<file path="src/rtl/timer_pkg.sv">
// Shared types and defaults for the multi-digit countdown timer.
package timer_pkg;

  localparam int DEFAULT_DIGIT_W = 4;

  typedef enum logic [1:0] {
    IDLE    = 2'd0,
    RUN     = 2'd1,
    EXPIRED = 2'd2
  } timer_state_t;

  typedef logic [DEFAULT_DIGIT_W-1:0] digit_t;

endpackage

</file>
<file path="src/rtl/timer_digit.sv">
// One down-counting digit with its own modulus; borrows ripple combinationally
// to the next digit so the whole chain settles within the tick cycle.
module timer_digit
  import timer_pkg::*;
#(
  parameter int DIGIT_W = DEFAULT_DIGIT_W
) (
  input  logic               clk,
  input  logic               reset_n,
  input  logic               load,
  input  logic [DIGIT_W-1:0] load_value,
  input  logic [DIGIT_W-1:0] max_count,
  input  logic               borrow_in,
  output logic [DIGIT_W-1:0] count,
  output logic               borrow_out,
  output logic               wrap
);

  localparam logic [DIGIT_W-1:0] ZERO_C = {DIGIT_W{1'b0}};
  localparam logic [DIGIT_W-1:0] ONE_C  = {{(DIGIT_W-1){1'b0}}, 1'b1};

  logic [DIGIT_W-1:0] count_r;
  logic               wrap_r;
  logic               at_zero_s;

  assign at_zero_s  = (count_r == ZERO_C);
  assign borrow_out = borrow_in & at_zero_s;
  assign count      = count_r;
  assign wrap       = wrap_r;

  // Digit value and one-cycle wrap flag; load beats any incoming borrow.
  always_ff @(posedge clk) begin
    if (!reset_n) begin
      count_r <= ZERO_C;
      wrap_r  <= 1'b0;
    end else if (load) begin
      count_r <= load_value;
      wrap_r  <= 1'b0;
    end else if (borrow_in) begin
      if (at_zero_s) begin
        count_r <= max_count;
        wrap_r  <= 1'b1;
      end else begin
        count_r <= count_r - ONE_C;
        wrap_r  <= 1'b0;
      end
    end else begin
      count_r <= count_r;
      wrap_r  <= 1'b0;
    end
  end

endmodule

</file>
<file path="src/rtl/countdown_timer.sv">
// Multi-digit countdown timer: step edge detector, run/pause/expire FSM and clamp.
// Optional COUNTDOWN_TIMER_AUTO_RELOAD_EN reloads the last set value on expiry.
module countdown_timer
  import timer_pkg::*;
#(
  parameter int NUM_DIGITS = 4,
  parameter int DIGIT_W    = DEFAULT_DIGIT_W
) (
  input  logic                          clk,
  input  logic                          reset_n,
  input  logic                          enable,
  input  logic                          step,
  input  logic                          set,
  input  logic [NUM_DIGITS*DIGIT_W-1:0] set_value,
  input  logic [NUM_DIGITS*DIGIT_W-1:0] max_count,
  output logic [NUM_DIGITS*DIGIT_W-1:0] count_out,
  output logic [NUM_DIGITS-1:0]         wrap,
  output logic                          done,
  output logic                          expired,
  output logic                          running
);

  localparam int TOTAL_W = NUM_DIGITS * DIGIT_W;
  localparam logic [TOTAL_W-1:0] ZERO_C = {TOTAL_W{1'b0}};
  localparam logic [TOTAL_W-1:0] ONE_C  = {{(TOTAL_W-1){1'b0}}, 1'b1};

  timer_state_t        state_r, state_s;
  logic                step_q_r;
  logic                expired_r;
  logic                tick_s;
  logic                terminal_s;
  logic                reload_hit_s;
  logic                load_s;
  logic [TOTAL_W-1:0]  clamp_s;
  logic [TOTAL_W-1:0]  reload_value_s;
  logic [TOTAL_W-1:0]  load_value_s;
  logic [TOTAL_W-1:0]  count_s;
  logic [NUM_DIGITS:0] borrow_s;

  // set suppresses the tick so a simultaneous set always wins
  assign tick_s     = step & ~step_q_r & enable & (state_r == RUN) & ~set;
  assign terminal_s = (count_s == ONE_C);

`ifdef COUNTDOWN_TIMER_AUTO_RELOAD_EN
  logic [TOTAL_W-1:0] reload_r;

  // Reload register remembers the last clamped set value.
  always_ff @(posedge clk) begin
    if (!reset_n) begin
      reload_r <= ZERO_C;
    end else if (set) begin
      reload_r <= clamp_s;
    end else begin
      reload_r <= reload_r;
    end
  end

  assign reload_hit_s   = tick_s & terminal_s & (reload_r != ZERO_C);
  assign reload_value_s = reload_r;
`else
  assign reload_hit_s   = 1'b0;
  assign reload_value_s = ZERO_C;
`endif

  assign load_s       = set | reload_hit_s;
  assign load_value_s = set ? clamp_s : reload_value_s;
  assign borrow_s[0]  = tick_s;

  genvar d;
  generate
    for (d = 0; d < NUM_DIGITS; d++) begin : g_digit
      assign clamp_s[d*DIGIT_W +: DIGIT_W] =
        (set_value[d*DIGIT_W +: DIGIT_W] > max_count[d*DIGIT_W +: DIGIT_W]) ?
        max_count[d*DIGIT_W +: DIGIT_W] : set_value[d*DIGIT_W +: DIGIT_W];

      timer_digit #(.DIGIT_W(DIGIT_W)) u_digit (
        .clk        (clk),
        .reset_n    (reset_n),
        .load       (load_s),
        .load_value (load_value_s[d*DIGIT_W +: DIGIT_W]),
        .max_count  (max_count[d*DIGIT_W +: DIGIT_W]),
        .borrow_in  (borrow_s[d]),
        .count      (count_s[d*DIGIT_W +: DIGIT_W]),
        .borrow_out (borrow_s[d+1]),
        .wrap       (wrap[d])
      );
    end
  endgenerate

  // State, step history and expiry pulse; step_q resets high to swallow a held step.
  always_ff @(posedge clk) begin
    if (!reset_n) begin
      state_r   <= IDLE;
      step_q_r  <= 1'b1;
      expired_r <= 1'b0;
    end else begin
      state_r   <= state_s;
      step_q_r  <= step;
      expired_r <= tick_s & terminal_s;
    end
  end

  // Next-state logic.
  always_comb begin
    state_s = state_r;
    if (set) begin
      state_s = IDLE;
    end else begin
      case (state_r)
        IDLE: begin
          if (enable && (count_s != ZERO_C)) begin
            state_s = RUN;
          end else begin
            state_s = IDLE;
          end
        end
        RUN: begin
          if (!enable) begin
            state_s = IDLE;
          end else if (tick_s && terminal_s && !reload_hit_s) begin
            state_s = EXPIRED;
          end else begin
            state_s = RUN;
          end
        end
        EXPIRED: state_s = EXPIRED;
        default: state_s = IDLE;
      endcase
    end
  end

  assign count_out = count_s;
  assign done      = (count_s == ZERO_C);
  assign expired   = expired_r;
  assign running   = (state_r == RUN);

endmodule
</file>
<file path="config.mk">
export PLATFORM = sky130hd
export DESIGN_NAME = countdown_timer
export DESIGN_NICKNAME = d
export VERILOG_FILES = /design/src/rtl/timer_pkg.sv /design/src/rtl/timer_digit.sv /design/src/rtl/countdown_timer.sv
export SDC_FILE = /design/constraint.sdc
export NUM_CORES = 1
export LEC_CHECK = 0
export CAP_MARGIN = 15
export CORE_MARGIN = 1
export CORE_UTILIZATION = 44
export CTS_CLUSTER_SIZE = 25
export DETAILED_ROUTE_END_ITERATION = 10
export HOLD_SLACK_MARGIN = 0.05
export MAX_ROUTING_LAYER = met4
export PLACE_DENSITY_LB_ADDON = 0.1
export SETUP_SLACK_MARGIN = 0.3
export SYNTH_ARGS = -nofsm -noshare
export SYNTH_HDL_FRONTEND = slang
export SYNTH_HIERARCHICAL = 1
export SYNTH_SLANG_ARGS = --single-unit
</file>
<file path="constraint.sdc">
create_clock -name clk -period 3.5 [get_ports clk]
set_input_delay 0.7 -clock clk [delete_from_list [all_inputs] [get_ports clk]]
set_output_delay 0.7 -clock clk [all_outputs]
set_load 0.05 [all_outputs]
</file>
==> results.cfg <==
[run_status]
status = complete, no violations

[critical_path]
required_ps = 2800
cp.arrival_ps = 2190
critPathLaunchType = register
ff2ff_setup_slack_ps = 1180
critPathCaptureType = primary output
cp-startpoint = g_digit[0].u_digit/count[3]
worstSetupPathType = reg -> out
r2r-end = g_digit[3].u_digit/count[3]
rr_worst_depth = 12
cp_max_fo = 8
r2r-start = g_digit[0].u_digit/count[0]

[timing]
worst_clock_skew_ps = 3.836
rsz0062_at_grt = no
setup_viol = 0
finalSetupTns_ps = 0
finalCriticalPeriod_ps = 2891
tightest_slew_ps = 733.8
hold_viol = 0
fmax_mhz = 346.0
max_slew_margin_pct = 50.93
finalMaxSlewViolations = 0
fin_crit_sh_pct = 82.59

[grt]
grtUsageTotal_pct = 20.26
gr-total-overflow = 0
grt_pass1_vias = 1930
grt_pass1_wl_mm = 8.321
grt_max_degree = 67
grt_antenna_before_repair = 0

[pwr]
total_leakage_power_uw = 0.001159
ir_drop_mv = 0.1526
total_power_uw = 795.9
power.density_mw_per_mm2 = 278.6

[clock_network]
clkTransAtPathRegs_ps = 80
clock-root-buffer = clkbuf_8
cts_tree = built
cts.sinks = 24
ctsResizeCount = 0
insertion_delay_ps = 260
cts_inserted_buffers = 3
postCtsSetupRepairBufs = 0
cts-hold-fix-buffers = 0
htreeDepth = 1
cts.path.max_buffers = 2

[die]
start_util_pct = 47.47
std_cell_rows = 24
io-pin-count = 60
die_height_um = 71.71
core_mm2 = 0.004504
dieArea_mm2 = 0.005142
fp.dieW_um = 71.71

[layout]
finalNonFillerCells = 403
drive_above_1_share_pct = 7.977
diodes = 0
nets = 410
final_cell_mix = clkdlybuf4s50_1, nand2_1, inv_1
mostFrequentLayoutCell = clkdlybuf4s50_1
syn2layout_area_growth_pct = 33.59

[worst_hold_path]
hp-class = reg -> reg
hold_start = state_r[1]
min_path_cells = 2
hold_path_end = state_r[0]

[placed_design]
io_buffers = 59
dp_hpwl_mm = 3.746
dp.cells = 400
gp_congestion = 0.8351

[drt]
avgViaCountPerCell = 5.491
first_pass_iters = 4
first_iter_violations = 151
totalWireLength_mm = 4.783
wl_per_cell_um = 11.87
drcViolationCount = 0
drtAntennaViolNets = 0
vias = 2213

[yosys]
yosysWarnings = 6
synth_area_mm2 = 0.002138
syn_avg_cell_area_um2 = 7.425
syn_nets = 345
synth_cells = 288

[job]
maxCapViolCount = 0
-- worst max-delay path, cell delays in order, from the launching register on --
cell and delay, ps:
dfxtp_1 390, nor4_1 450, nand4_4 160, nor2_1 120, clkdlybuf4s50_1 800
-- stage by stage --
stage / utilization (%) / setup slack [ps] / cell area [µm²] / hold WS, ps
finish: 63.42 / 609.5 / 2856 / 584.3
global route: 63.42 / 348.8 / 2856 / 623.5
CTS: 63.42 / 587.6 / 2856 / 591.2
detailed placement: 62.50 / 412.7 / 2815 / 579.8
global placement: 62.50 / 517.4 / 2815 / 569.6
floorplan: - / 317.0 / 2153 / 535.0
-- how the worst max path moves through the flow --
stage	slack (ps)	to	cells past startpoint
floorplan	320	g_digit[3].u_digit/count[3]	13
global placement	520	g_digit[3].u_digit/count[3]	13
detailed placement	410	g_digit[3].u_digit/count[3]	13
CTS	590	done	4
global route	350	g_digit[3].u_digit/count[3]	13
finish	610	done	4
-- registers in the layout, summed over array words and instances, names as in the netlist --
register	cells
g_digit.u_digit/count	16
expired	1
step_q_r	1
g_digit.u_digit/wrap	4
state_r	2
-- power by group --
part           switching, µW  internal, µW
Sequential              26.0           286
Clock                   84.1          77.0
Combinational            176           147
-- per-layer routing --
layer  vias to the layer above  GRT usage, %  part of all wire, %
met1                      1003         26.57                   50
li1                       1156             -                    -
met5                         -             -                    0
met3                         4         3.376                  4.5
met2                        50         33.02                   44
met4                         0         3.922                 0.84
-- final cells by class --
cell class / instances / area, µm²
clock buffer: 3 / 41.29
multi-input combinational: 221 / 1486
inverter: 39 / 160.2
tap: 52 / 65.06
timing repair buffer: 64 / 623.1
sequential: 24 / 480.5
fill: 417 / 1648
No activity file was read; power rests on OpenSTA's default activity.
